**config.mk**
```make
export PLATFORM = sky130hd
export DESIGN_NAME = tt_sweep_ctrl
export DESIGN_NICKNAME = d
export VERILOG_FILES = /design/src/rtl/tt_sweep_pkg.sv /design/src/rtl/tt_popcount.sv /design/src/rtl/tt_sweep_ctrl.sv
export SDC_FILE = /design/constraint.sdc
export NUM_CORES = 1
export LEC_CHECK = 0
export ABC_AREA = 0
export CORE_MARGIN = 2
export CORE_UTILIZATION = 53
export DETAILED_ROUTE_END_ITERATION = 10
export GPL_TIMING_DRIVEN = 0
export PLACE_DENSITY = 0.92
export SETUP_SLACK_MARGIN = 0.5
export SYNTH_ARGS = -nofsm -noshare
export SYNTH_HDL_FRONTEND = slang
export SYNTH_SLANG_ARGS = --single-unit
```
**constraint.sdc**
```tcl
create_clock -name clk -period 18.9 [get_ports clk]
set_input_delay 4.725 -clock clk [delete_from_list [all_inputs] [get_ports clk]]
set_output_delay 4.725 -clock clk [all_outputs]
set_load 0.05 [all_outputs]
```
**src/rtl/tt_sweep_pkg.sv**
```systemverilog
// Shared types and helpers for the truth-table sweep sequencer.
package tt_sweep_pkg;

   typedef enum logic [1:0] {
      IDLE = 2'd0,
      RUN  = 2'd1,
      CMP  = 2'd2,
      DONE = 2'd3
   } state_e;

   localparam int SETTLE_MAX = 15;

   function automatic logic [31:0] gray(input logic [31:0] s);
      return s ^ (s >> 1);
   endfunction

   function automatic int tt_width(input int n_in, input int n_out);
      return n_out * (2 ** n_in);
   endfunction

endpackage

```
**src/rtl/tt_popcount.sv**
```systemverilog
// Combinational population count of a W-bit vector; zero latency, no flow control.
module tt_popcount #(
   parameter int W = 8
) (
   input  logic [W-1:0]           vec_i,
   output logic [$clog2(W+1)-1:0] cnt_o
);

   localparam int CW = $clog2(W + 1);

   always_comb begin
      cnt_o = '0;
      for (int i = 0; i < W; i++) begin
         cnt_o = cnt_o + CW'(vec_i[i]);
      end
   end

endmodule

```
**src/rtl/tt_sweep_ctrl.sv**
```systemverilog
// Exhaustive input sweep of a combinational netlist with truth-table capture and compare.
// Done pulses 2**N_IN*(SETTLE+1)+2 cycles after start; TT_SWEEP_GRAY_EN selects Gray vector order.
module tt_sweep_ctrl
   import tt_sweep_pkg::*;
#(
   parameter  int unsigned N_IN   = 4,
   parameter  int unsigned N_OUT  = 2,
   parameter  int unsigned SETTLE = 1,
   localparam int          TT_W   = tt_width(N_IN, N_OUT),
   localparam int          EW     = $clog2(TT_W + 1)
) (
   input  logic              clk,
   input  logic              rst_n,
   input  logic              start,
   input  logic              abort,
   output logic [N_IN-1:0]   vec_o,
   input  logic [N_OUT-1:0]  f_i,
   input  logic [TT_W-1:0]   exp_tt_i,
   output logic              busy,
   output logic              done,
   output logic [TT_W-1:0]   tt_o,
   output logic [EW-1:0]     err_cnt,
   output logic              mismatch
);

   localparam int              NV     = 2 ** N_IN;
   localparam int              CNT_W  = $clog2(SETTLE_MAX + 1);
   localparam logic [CNT_W-1:0] SET_C = CNT_W'(SETTLE);
   localparam logic [N_IN-1:0] LAST   = '1;

   state_e            state_q, state_d;
   logic [N_IN-1:0]   vec_q, vec_d;
   logic [N_IN-1:0]   step_q, step_d;
   logic [CNT_W-1:0]  cnt_q, cnt_d;
   logic [TT_W-1:0]   tt_q, tt_d;
   logic [EW-1:0]     err_q, err_d;
   logic              mis_q, mis_d;
   logic [EW-1:0]     pop_cnt;

   function automatic logic [N_IN-1:0] order(input logic [N_IN-1:0] s);
`ifdef TT_SWEEP_GRAY_EN
      return N_IN'(gray(32'(s)));
`else
      return s;
`endif
   endfunction

   tt_popcount #(.W(TT_W)) u_popcount (
      .vec_i (tt_q ^ exp_tt_i),
      .cnt_o (pop_cnt)
   );

   always_comb begin
      state_d = state_q;
      vec_d   = vec_q;
      step_d  = step_q;
      cnt_d   = cnt_q;
      tt_d    = tt_q;
      err_d   = err_q;
      mis_d   = mis_q;
      case (state_q)
         IDLE: begin
            if (start && !abort) begin
               tt_d    = '0;
               err_d   = '0;
               mis_d   = 1'b0;
               step_d  = '0;
               cnt_d   = '0;
               vec_d   = order('0);
               state_d = RUN;
            end
         end
         RUN: begin
            if (abort) begin
               state_d = IDLE;
            end else if (cnt_q < SET_C) begin
               cnt_d = cnt_q + 1'b1;
            end else begin
               // Capture index follows the applied vector, so order never affects tt layout.
               for (int j = 0; j < int'(N_OUT); j++) begin
                  for (int v = 0; v < NV; v++) begin
                     if (vec_q == N_IN'(v)) tt_d[j*NV + v] = f_i[j];
                  end
               end
               if (step_q == LAST) begin
                  state_d = CMP;
               end else begin
                  step_d = step_q + 1'b1;
                  vec_d  = order(step_q + 1'b1);
                  cnt_d  = '0;
               end
            end
         end
         CMP: begin
            if (abort) begin
               state_d = IDLE;
            end else begin
               err_d   = pop_cnt;
               mis_d   = (pop_cnt != '0);
               state_d = DONE;
            end
         end
         DONE: begin
            state_d = IDLE;
         end
         default: begin
            state_d = IDLE;
         end
      endcase
   end

   always_ff @(posedge clk) begin
      if (!rst_n) begin
         state_q <= IDLE;
         vec_q   <= '0;
         step_q  <= '0;
         cnt_q   <= '0;
         tt_q    <= '0;
         err_q   <= '0;
         mis_q   <= 1'b0;
      end else begin
         state_q <= state_d;
         vec_q   <= vec_d;
         step_q  <= step_d;
         cnt_q   <= cnt_d;
         tt_q    <= tt_d;
         err_q   <= err_d;
         mis_q   <= mis_d;
      end
   end

   assign vec_o    = vec_q;
   assign busy     = (state_q != IDLE);
   assign done     = (state_q == DONE);
   assign tt_o     = tt_q;
   assign err_cnt  = err_q;
   assign mismatch = mis_q;

endmodule

```
==> results list, run 1 <==
- Status: finished clean
- TritonCTS clock tree: yes
- The number of global-route vias before repair was 2762.
- Summed over all nets, the switching power comes to 0.189 mW.
- The detailed router finished its first iteration with 85 violations.
- The floorplan step set the die width to 82.2 um.
- In this run, placement finished with an instance count of 487.
- For this run, design rule violations remaining after detail routing come to 0.
- Average size of a mapped cell: 9.80 sq um
- Number of flops mapped to enable cells by yosys: 0
- After synthesis, the share of flip-flops with an asynchronous set or reset is 0%.
* Remaining number of nets flagged by the antenna check after routing: 0
- Summed over all nets, the half-perimeter wirelength after detailed placement is 6.73 mm.
- At the pin with the least slew margin, the transition time is 0.702 ns.
- Initial antenna violation count: 0
- Proportion of synthesized chip area in sequential cells: 30.2%
- Global routing finished with a remaining overflow of 0.
* Area post-placement: 4150 sq um
- YS warnings: 0
- Leakage power: 1.84 nW
- Global-route wire length before repair: 13.1 mm
- The final max-slew violation count is 0.
* CORE AREA: 5920 sq um
* Nature of the critical path startpoint: input port
* Clock insertion delay at the later pin of the skew report: 0.31 ns
- Setup total negative slack: 0 ns
- After detailed routing, the total wire length is 8.60 mm.
- Area growth, synth to finish: 31.6%
- Clock sink count: 49
- Post-Synthesis Cells: 331
* Number of inserted diodes: 0
- For this run, the number of standard cells in the final layout without fillers is 495.
* Number of distinct library cell variants in the gate-level netlist after synthesis: 44
* Total clock buffers created by CTS: 5
* Clock-pin slew on the worst setup and hold paths: 0.09 ns
- Setup slack on the critical path of the routed design comes to 8.49 ns.
- In this run the worst hold path is classified as flip-flop to flip-flop.
- The number of gates resized after CTS was 0.
* Critical path start-end classification: input port to flip-flop
- Syn Nets: 407
- In this run the core area contains 28 standard-cell rows.
* Global Route Usage Sum: 25.9%
- Of the cells placed in the final design, the portion with a size suffix greater than 1 is 6.43%.
* # port buffers: 81
- The worst register-to-register path has a setup slack of 12.99 ns.
- Combinational cells account for 59.3% of the total power.
* Type of element capturing the critical path: flip-flop
- The H-tree was split into 2 levels.
- In this run, flip-flops and latches consume 23.2% of the power.
* Peak fanout along the critical path: 3
- Cell internal power was estimated by the tool at 0.267 mW.
- The final layout contains 495 nets.
- Max_slew headroom: 53.1%
- Timing would allow up to 96.0 MHz.
- The die covers 6760 sq um.
* Number of max-cap violations: 0
- Final count of hold timing violations: 0
- Time the final worst path needs with I/O delays and setup: 10.41 ns
- Across all layers, the routed design uses 2738 vias.
- Among all flip-flop cells after synthesis, the most frequent one is sky130_fd_sc_hd__dfxtp_1.
- Total power density per cell area: 107 nW/um^2
- Number of placed I/O pins: 83
- The clock network accounts for 17.4% of the total power.
* Initial Utilization: 54.8%
- Before antenna repair, the detailed router went through 5 iterations.
- Synthesized cell area: 3240 sq um
* Synth Register Bits: 49
* Share of the clock period used by the worst path after layout: 55.1%
- Worst Setup Slack post-DPL: 8.17 ns
* Switching part of the total power: 41.5%
- From bottom edge to top edge, the die measures 82.2 um.
* CP Data Arrival Time: 10.60 ns
- Once layout is done, the placed cells without fillers occupy 4270 sq um.
* Setup-failing EPs final: 0
- Post-Route Skew: 0.00855 ns
* Number of post-CTS setup repair buffers: 0
- Data on the critical path is required at its endpoint by 19.08 ns.
* IR drop worst, VDD: 104 uV
- Hold bufs inserted after CTS: 0
- In the routed layout, each cell is associated on average with a via count of 5.53.
* RSZ-0062 raised after global routing: false
- WL per Instance: 17.4 um
- Final estimated routing congestion in global placement: 0.957
- Clock Path Buffers: 2
- Clock tree root buffer cell: sky130_fd_sc_hd__clkbuf_8
- Maximum number of pins on one net before global-route repair: 16
## cell usage in the layout, fill, tap and decap left out, drive strengths merged, types with 2 or more instances in the layout
cell | Yosys | layout
clkdlybuf4s50 | 0 | 81
dfxtp | 49 | 49
nand2 | 47 | 47
mux2i | 38 | 38
inv | 29 | 29
fa | 24 | 24
xnor2 | 22 | 22
nand3 | 16 | 16
ha | 14 | 14
xor2 | 12 | 12
nor2 | 12 | 12
clkbuf | 6 | 12
a21oi | 9 | 9
buf | 8 | 8
a41oi | 6 | 6
nor2b | 5 | 5
nor3b | 4 | 4
a31oi | 3 | 3
and3 | 3 | 3
o21ai | 3 | 3
or3b | 2 | 2
nor3 | 2 | 2
and2 | 2 | 2
## logic make-up (layout without fill, tap and decap cells)
group / Yosys count / count (layout) / share of synthesized area (%)
muxes: 38 / 38 / 11.7
xor gates and xnor gates: 34 / 34 / 9.18
AOI/OAI and AO/OA: 29 / 29 / 6.29
DFF: 49 / 49 / 30.2
and+or+nand+nor: 100 / 100 / 15.9
buffers and inverters: 43 / 132 / 6.52
adders and majority gates: 38 / 38 / 20.2
## power by group through the flow
stage | sequential (mW) | clock [mW] | combinational [mW]
final | 0.106 | 0.0796 | 0.271
after global placement | 0.108 | 0 | 0.250
after CTS | 0.106 | 0.0795 | 0.267
after floorplan | 0.113 | 0 | 0.196
after global routing | 0.106 | 0.0825 | 0.304
after detailed placement | 0.108 | 0 | 0.262
## Yosys cell counts (2+ instances only)
| cell | count | area share (%) |
|---|---|---|
| sky130_fd_sc_hd__a21oi_1 | 9 | 1.4 |
| sky130_fd_sc_hd__a31oi_1 | 3 | 0.58 |
| sky130_fd_sc_hd__a41oi_1 | 6 | 1.6 |
| sky130_fd_sc_hd__and3_1 | 2 | 0.39 |
| sky130_fd_sc_hd__buf_6 | 6 | 2.1 |
| sky130_fd_sc_hd__clkbuf_1 | 6 | 0.69 |
| sky130_fd_sc_hd__dfxtp_1 | 49 | 30 |
| sky130_fd_sc_hd__fa_1 | 24 | 15 |
| sky130_fd_sc_hd__ha_1 | 14 | 5.4 |
| sky130_fd_sc_hd__inv_1 | 29 | 3.4 |
| sky130_fd_sc_hd__mux2i_1 | 38 | 12 |
| sky130_fd_sc_hd__nand2_1 | 47 | 5.4 |
| sky130_fd_sc_hd__nand3_1 | 16 | 2.5 |
| sky130_fd_sc_hd__nor2_1 | 12 | 1.4 |
| sky130_fd_sc_hd__nor2b_1 | 4 | 0.77 |
| sky130_fd_sc_hd__nor3_1 | 2 | 0.31 |
| sky130_fd_sc_hd__nor3b_1 | 3 | 0.69 |
| sky130_fd_sc_hd__o21ai_0 | 2 | 0.31 |
| sky130_fd_sc_hd__or3b_2 | 2 | 0.54 |
| sky130_fd_sc_hd__xnor2_1 | 22 | 5.9 |
| sky130_fd_sc_hd__xor2_1 | 12 | 3.2 |
## metrics by stage
stage	hold WS [ns]	utilization, %	power, mW
after global routing	0.485	72.1	0.493
final	0.463	72.1	0.456
after CTS	0.466	72.1	0.452
after global placement	0.447	70.1	0.358
after detailed placement	0.453	70.1	0.370
after floorplan	0.447	-	0.309
## worst paths after layout
check,start,endpoint,cells after the start
max,exp_tt_i[0],mismatch$_SDFFE_PN0P_,16
min,err_cnt[4]$_SDFFE_PN0P_,err_cnt[4]$_SDFFE_PN0P_,2
max reg2reg,tt_o[1]$_SDFFE_PN0P_,mismatch$_SDFFE_PN0P_,15
min reg2reg,err_cnt[4]$_SDFFE_PN0P_,err_cnt[4]$_SDFFE_PN0P_,2
## critical path, stage by stage
cell,delay [ns]
sky130_fd_sc_hd__clkdlybuf4s50_1,0.48
sky130_fd_sc_hd__xor2_1,0.17
sky130_fd_sc_hd__ha_1,0.27
sky130_fd_sc_hd__fa_1,0.54
sky130_fd_sc_hd__fa_1,0.53
sky130_fd_sc_hd__fa_1,0.52
sky130_fd_sc_hd__fa_1,0.55
sky130_fd_sc_hd__inv_1,0.05
sky130_fd_sc_hd__fa_1,0.52
sky130_fd_sc_hd__fa_1,0.52
sky130_fd_sc_hd__fa_1,0.49
sky130_fd_sc_hd__fa_1,0.43
sky130_fd_sc_hd__nand2b_1,0.16
sky130_fd_sc_hd__a21oi_1,0.24
sky130_fd_sc_hd__mux2i_1,0.28
sky130_fd_sc_hd__a41oi_1,0.13
## per-layer routing
metal  vias to the layer above  GRT usage, %  wire, um  part of all wire [%]
met5                         -             0         0                     0
met4                         0          8.33       171                   2.0
met3                        19          5.43       579                   6.7
met2                       119          45.4      4390                    51
met1                      1330          31.6      3460                    40
li1                       1270             -         -                     -
## area by class of cell
| cell class | count | area, sq um |
|---|---|---|
| plain buffers | 14 | 103 |
| clock buffers | 6 | 82.6 |
| clock inverters | 2 | 37.5 |
| fillers | 426 | 1650 |
| inverters | 29 | 109 |
| multi-input cells | 239 | 2050 |
| flip-flops and latches | 49 | 981 |
| well taps | 75 | 93.8 |
| repair buffers | 81 | 811 |
## registers in the layout (all words and copies together), names as in the netlist
signal    count
err_cnt       6
cnt_q         4
step_q        4
tt_o         32
state_q       2
mismatch      1
No activity file was read; power rests on OpenSTA's default activity.
==> run 2, diff against run 1 <==
- CORE_UTILIZATION: 53 -> 45
- PLACE_DENSITY: 0.92 -> 0.83
- clock period: 18.9 -> 9.1 ns (I/O delays scaled with it)
==> run 2 against run 1 <==
  * Sequential share of layout area hardly changed
  * Largest cell class unchanged
  * First-iteration DRC count is 11% higher
  * Sequential power is 110% higher
  * Core utilization is 9.9 points lower
  * Global-route usage is 4.9 points lower
  * Setup slack worse by 7.4 ns
  * Register-to-register slack worse by 9.8 ns
  * Clock power is 77% higher
  * Highest routed layer unchanged
==> results list, run 2 (synthesis results as in run 1) <==
- Status: finished clean
- After global routing the overflow that remains totals 0.
- Slew of the pin with the lowest slew margin: 0.655 ns
- Number of placed I/O pins: 83
* First-pass iteration count of the detailed router: 4
- Post-Route Skew: 0.0116 ns
* Peak fanout along the critical path: 3
* Logic pwr share: 60.5%
- Post-layout instance count excluding filler cells: 516
- CP Data Arrival Time: 8.18 ns
- Number of post-CTS setup repair buffers: 0
* Final count of hold timing violations: 0
* Die width: 88.9 um
* DRT iter0 DRCs: 94
* Number of inserted diodes: 0
* Nature of the critical path startpoint: input port
- The internal power of the cells totals 0.528 mW.
* Vias in the first global route: 2636
- Die outline area: 7900 sq um
- The initial antenna violation count was 0.
* Most frequent cells in the layout: sky130_fd_sc_hd__clkdlybuf4s50_1 (81), sky130_fd_sc_hd__dfxtp_1 (49), sky130_fd_sc_hd__nand2_1 (47)
- Row generation in the floorplan step produced 30 rows.
* Post_cts resized: 0
* Drt total wl: 7.97 mm
- The later pin in the worst-skew pair is clocked with a latency of 0.31 ns.
* Maximum number of pins on one net before global-route repair: 17
- The critical path in this run is classified as input port to flip-flop.
- Across every metal layer, demand over resource in global routing totals 21.0%.
- Leakage power: 1.83 nW
- In this run the number of H-tree levels came out at 2.
- Dividing total power by cell area gives a power density of 214 nW/um^2.
- Clock Path Buffers: 2
- Dividing the detail-routed wire length by the instance count gives 15.4 um.
- Flip-flop count of the largest register, all copies and words added: 32
- Measured along the y axis, the die boundary spans 88.9 um.
- The final max-slew violation count was 0.
* Clock sink count: 49
* HPWL reported at the end of detailed placement: 6.51 mm
- Share of layout cells above drive strength 1: 6.43%
- Static timing analysis puts the maximum clock frequency at 125 MHz.
- Required @ worst endpoint: 9.29 ns
- TritonCTS created 5 clock buffers.
- For this configuration, the core starts out at a cell density of 47.2%.
- Most common cell after layout, fill and taps aside: sky130_fd_sc_hd__clkdlybuf4s50_1
- Clock-pin slew on the worst setup and hold paths: 0.10 ns
* Switching part of the total power: 42.2%
* # port buffers: 81
* Number of max-cap violations: 0
* Global-route wire length before repair: 12.7 mm
- After detailed routing, the number of remaining DRC violations is 0.
* RSZ-0062 raised after global routing: false
- In the routed layout, each cell is associated on average with a via count of 5.16.
- Once placement completed, the tool counted placed cells totaling 508.
* Hold bufs inserted after CTS: 0
- The count of nets left with antenna violations once routing finished came out at 0.
- STA classifies the critical path endpoint as a flip-flop.
- Share of the clock period used by the worst path after layout: 87.8%
* Area growth, synth to finish: 31.8%
- At the end of routability-driven placement, the weighted congestion stood at 0.936.
- Sequential cells burn 24.1% of the power.
- CORE AREA: 6870 sq um
- IR drop worst, VDD: 162 uV
- In this run the clock root is driven by a sky130_fd_sc_hd__clkbuf_8.
- Setup-failing EPs final: 0
* Min-delay worst type: flip-flop to flip-flop
* Part of the total power dissipated in the clock network: 15.4%
* Routed vias: 2661
- Switching component of the power: 0.385 mW
- The net count of the finished layout is 495.
* Fill cell instance count of the final layout: 574
- Setup total negative slack: 0 ns
* Time the final worst path needs with I/O delays and setup: 7.99 ns
* TritonCTS clock tree: yes
- In this run the tightest slew margin relative to its limit is 56.3%.
==> run 2: changes by cell type in the layout (fill, tap and decap cells not counted) <==
cell and delta:
sky130_fd_sc_hd__bufinv_16 -1, sky130_fd_sc_hd__clkinv_4 +1, sky130_fd_sc_hd__clkinvlp_4 -1, sky130_fd_sc_hd__inv_6 +1
==> run 2: metal layers <==
| metal | share of wire [%] | up-vias | track usage [%] |
|---|---|---|---|
| li1 | - | 1275 | - |
| met1 | 44 | 1297 | 28.8 |
| met2 | 51 | 83 | 35.4 |
| met3 | 4.1 | 6 | 2.77 |
| met4 | 1.0 | 0 | 4.96 |
| met5 | 0 | - | 0 |
==> run 2: through the flow <==
step	hold slack [ns]	worst slack (ns)	total power [mW]	util, %	cell area (sq um)
4_1_cts	0.460	1.09	0.917	62.2	4280
3_3_place_gp	0.446	0.918	0.749	60.8	4180
3_5_place_dp	0.447	0.742	0.775	60.8	4180
5_1_grt	0.485	0.928	0.995	62.2	4280
6_report	0.457	1.11	0.913	62.2	4280
2_1_floorplan	0.447	1.62	0.642	-	3240
==> run 2: critical path: stages <==
cell and delay, ns:
sky130_fd_sc_hd__clkdlybuf4s50_1 0.47, sky130_fd_sc_hd__xor2_1 0.24, sky130_fd_sc_hd__ha_1 0.30, sky130_fd_sc_hd__fa_1 0.51
sky130_fd_sc_hd__fa_1 0.52, sky130_fd_sc_hd__fa_1 0.53, sky130_fd_sc_hd__fa_1 0.55, sky130_fd_sc_hd__inv_1 0.06
sky130_fd_sc_hd__fa_1 0.52, sky130_fd_sc_hd__fa_1 0.52, sky130_fd_sc_hd__fa_1 0.48, sky130_fd_sc_hd__fa_1 0.43
sky130_fd_sc_hd__nand2b_1 0.16, sky130_fd_sc_hd__a21oi_1 0.22, sky130_fd_sc_hd__mux2i_1 0.27, sky130_fd_sc_hd__a41oi_1 0.12
==> run 2: final cells by class <==
cell class                      instances  area (sq um)  share of cell area (%)
Clock inverter                          2          17.5                   0.410
Clock buffer                            6          82.6                    1.93
Timing Repair Buffer                   81           811                    19.0
Tap cell                               96           120                    2.81
Buffer                                 14           103                    2.40
Multi-Input combinational cell        239          2050                    48.0
Sequential cell                        49           981                    22.9
Inverter                               29           109                    2.55
==> run 2: power groups by stage <==
stage          logic (mW)  registers, mW  clock network [mW]
5_1_grt             0.622          0.221               0.152
2_1_floorplan       0.407          0.235                   0
6_report            0.552          0.220               0.141
3_5_place_dp        0.550          0.225                   0
3_3_place_gp        0.524          0.225                   0
4_1_cts             0.556          0.220               0.141
==> run 2: final timing paths <==
path | from | end | slack [ns] | cells after the start
worst max register to register | tt_o[0]$_SDFFE_PN0P_ | mismatch$_SDFFE_PN0P_ | 3.15 | 15
worst min-delay path | err_cnt[3]$_SDFFE_PN0P_ | err_cnt[3]$_SDFFE_PN0P_ | 0.46 | 2
worst max-delay path | exp_tt_i[0] | mismatch$_SDFFE_PN0P_ | 1.11 | 16
worst min register to register | err_cnt[3]$_SDFFE_PN0P_ | err_cnt[3]$_SDFFE_PN0P_ | 0.46 | 2
==> run 3, diff against run 2 <==
- CORE_MARGIN: 2 -> not set
- RECOVER_POWER: not set -> 50
==> run 3 against run 2 <==
  * The run now ends with capacitance limit, slew limit left
  * Worst hold slack gained 0.0055 ns
  * Global-route usage rose by 0.77 points
  * Register-to-register slack gained 0.06 ns
  * Core utilization decreased by 0.51 points
  * Non-clock buffer count unchanged
  * Clock skew fell by 0.0020 ns
  * First-iteration DRC count down 18%
  * Largest power group unchanged
==> results list, run 3 (synthesis results as in run 1) <==
- The flow ran to the end, but the final reports show violations.
- The final reports fail on capacitance limit, slew limit.
- Gates resized during post-CTS repair numbered 0.
- The detail route stage leaves a number of antenna-violating nets equal to 0.
* RSZ-0062 raised after global routing: false
* Busiest layer in global routing: met2
* Drt total wl: 7.80 mm
- Clock insertion delay at the later pin of the skew report: 0.30 ns
* Setup total negative slack: 0 ns
- Hold bufs inserted after CTS: 0
- Nature of the critical path startpoint: input port
- Static timing analysis puts the maximum clock frequency at 126 MHz.
- Slew of the pin with the lowest slew margin: 1.64 ns
* Via density per instance: 5.02
* CORE AREA: 6870 sq um
- The worst setup path is of the input port to flip-flop kind.
- Leaving out fill and tap cells, the most frequent cell in the layout is sky130_fd_sc_hd__clkdlybuf4s50_1.
- Clock tree synthesis found a total of 49 sinks.
- Final count of hold timing violations: 0
- Most frequent cells in the layout: sky130_fd_sc_hd__clkdlybuf4s50_1 (54), sky130_fd_sc_hd__dfxtp_1 (49), sky130_fd_sc_hd__nand2_1 (47)
- Setup-failing EPs final: 0
* Max-slew violation total from the final report: 10
- Across the run, the number of max-cap violations was 1.
- The analysis attributes to cell leakage a power of 1.89 nW.
- The initialized floorplan defines 30 standard-cell rows.
- Timing startpoint of the critical path: exp_tt_i[0]
- In the global route stage, met3 resource usage came out at 3.79%.
- TritonCTS clock tree: yes
- The number of global-route vias before repair is 2633.
- Total power density per cell area: 210 nW/um^2
* Max_slew headroom: -10.7%
- Remaining global-route overflow: 0
* Routing usage on met1: 28.1%
- For the worst setup path, the data required time is 9.27 ns.
- Die outline area: 7550 sq um
* Share of the clock period used by the worst path after layout: 87.0%
- Pin placement for this block handled 83 I/O pins.
- Before CTS, the worst setup slack after placement is 0.805 ns.
* Final-layout worst hold slack: 0.462 ns
- Entering global routing, the biggest net connects 16 pins.
* Global Route Usage Sum: 21.8%
- Routed vias: 2590
- The repair_antennas step left the layout with diodes totalling 0.
- Die width: 86.9 um
* Final estimated routing congestion in global placement: 0.958
- Data arrives at the worst endpoint at 8.09 ns.
- Time the final worst path needs with I/O delays and setup: 7.92 ns
- After layout, the worst setup slack is 1.18 ns.
* Global-route wire length before repair: 12.5 mm
- Clock-pin slew was measured on the worst setup and hold paths at 0.09 ns.
* Number of nets in the layout: 495
- Flip-flop count of the largest register, all copies and words added: 32
- Peak fanout along the critical path: 3
* Number of levels in the clock H-tree: 2
* DRT iter0 DRCs: 77
- After detailed routing, the number of remaining DRC violations is 0.
* Share of layout cells above drive strength 1: 5.48%
- Register-to-register path setup slack: 3.21 ns
* First-pass iteration count of the detailed router: 4
- Cell depth of the worst flop-to-flop path: 15
- Counting the buffers created by CTS gives 5.
- WL per Instance: 15.1 um
- After layout, the design draws a total of 0.889 mW.
* Initial Utilization: 47.2%
- Clock tree root buffer cell: sky130_fd_sc_hd__clkbuf_8
* Die Ht: 86.9 um
- Relative to the synthesized area, the layout overhead comes to 30.7%.
- Number of post-CTS setup repair buffers: 0
* Min-delay worst type: flip-flop to flip-flop
- For this run, global-route usage on met2 was measured as 37.6%.
- HPWL reported at the end of detailed placement: 6.41 mm
- In this run the deepest clock path goes through 2 buffers.
- Across the VDD grid, the largest voltage drop is 147 uV.
* Worst setup path endpoint: mismatch$_SDFFE_PN0P_
* # port buffers: 81
* Type of element capturing the critical path: flip-flop
* Crit Reg-Reg Startpoint: tt_o[0]$_SDFFE_PN0P_
- Initial antenna violation count: 0
- Post-Route Skew: 0.00962 ns
- The endpoint identified for the worst register-to-register timing path is mismatch$_SDFFE_PN0P_.
==> run 3: cell count changes in the layout (fill, tap and decap cells not counted), sizes merged <==
cell           before  now
clkdlybuf4s50      81   54
clkbuf             12   13
clkinvlp            0    2
buf                 8    7
clkinv              1    0
inv                30   29
dlygate4sd3         0   27
==> run 3: metrics by stage <==
step | util [%] | area (sq um) | instances
6_report | 61.7 | 4240 | 516
5_1_grt | 61.7 | 4240 | 516
4_1_cts | 62.1 | 4260 | 516
3_5_place_dp | 60.8 | 4180 | 508
3_3_place_gp | 60.8 | 4180 | 508
2_1_floorplan | - | 3240 | 331
==> run 3: worst max-delay path, stage by stage <==
cell and delay [ns]:
sky130_fd_sc_hd__clkdlybuf4s50_1 0.47, sky130_fd_sc_hd__xor2_1 0.19, sky130_fd_sc_hd__ha_1 0.28, sky130_fd_sc_hd__fa_1 0.52, sky130_fd_sc_hd__fa_1 0.52, sky130_fd_sc_hd__fa_1 0.52, sky130_fd_sc_hd__fa_1 0.54, sky130_fd_sc_hd__inv_1 0.05
sky130_fd_sc_hd__fa_1 0.52, sky130_fd_sc_hd__fa_1 0.52, sky130_fd_sc_hd__fa_1 0.48, sky130_fd_sc_hd__fa_1 0.42, sky130_fd_sc_hd__nand2b_1 0.16, sky130_fd_sc_hd__a21oi_1 0.20, sky130_fd_sc_hd__mux2i_1 0.27, sky130_fd_sc_hd__a41oi_1 0.14
==> run 3: how the worst min path moves through the flow <==
stage                                       start                       to  slack (ns)  cells after the start
after floorplan             cnt_q[2]$_SDFFE_PN0P_    cnt_q[2]$_SDFFE_PN0P_        0.45                      2
after global placement    err_cnt[5]$_SDFFE_PN0P_  err_cnt[5]$_SDFFE_PN0P_        0.45                      2
after detailed placement  err_cnt[5]$_SDFFE_PN0P_  err_cnt[5]$_SDFFE_PN0P_        0.45                      2
after CTS                 err_cnt[5]$_SDFFE_PN0P_  err_cnt[5]$_SDFFE_PN0P_        0.47                      2
after global routing      err_cnt[3]$_SDFFE_PN0P_  err_cnt[3]$_SDFFE_PN0P_        0.47                      2
final                     err_cnt[3]$_SDFFE_PN0P_  err_cnt[3]$_SDFFE_PN0P_        0.46                      2
==> run 3: where the power goes <==
part / leakage, nW / switching [mW] / internal, mW
registers: 0.395 / 0.00227 / 0.218
clock network: 0.0374 / 0.0725 / 0.0542
logic: 1.46 / 0.299 / 0.243
total: 1.89 / 0.374 / 0.515
==> run 3: layout make-up <==
class,count,area [sq um]
Clock buffer,6,72.6
Inverter,29,109
Sequential cell,49,981
Clock inverter,2,15.0
Buffer,14,101
Timing Repair Buffer,81,811
Tap cell,96,120
Multi-Input combinational cell,239,2030
Fill cell,606,2630
==> run 3: metal layers <==
metal	share of wire, %	vias to the layer above	wire [um]
li1	-	1275	-
met1	45	1252	3540
met2	50	54	3900
met3	3.3	9	260
met4	1.2	0	96
met5	0	-	0
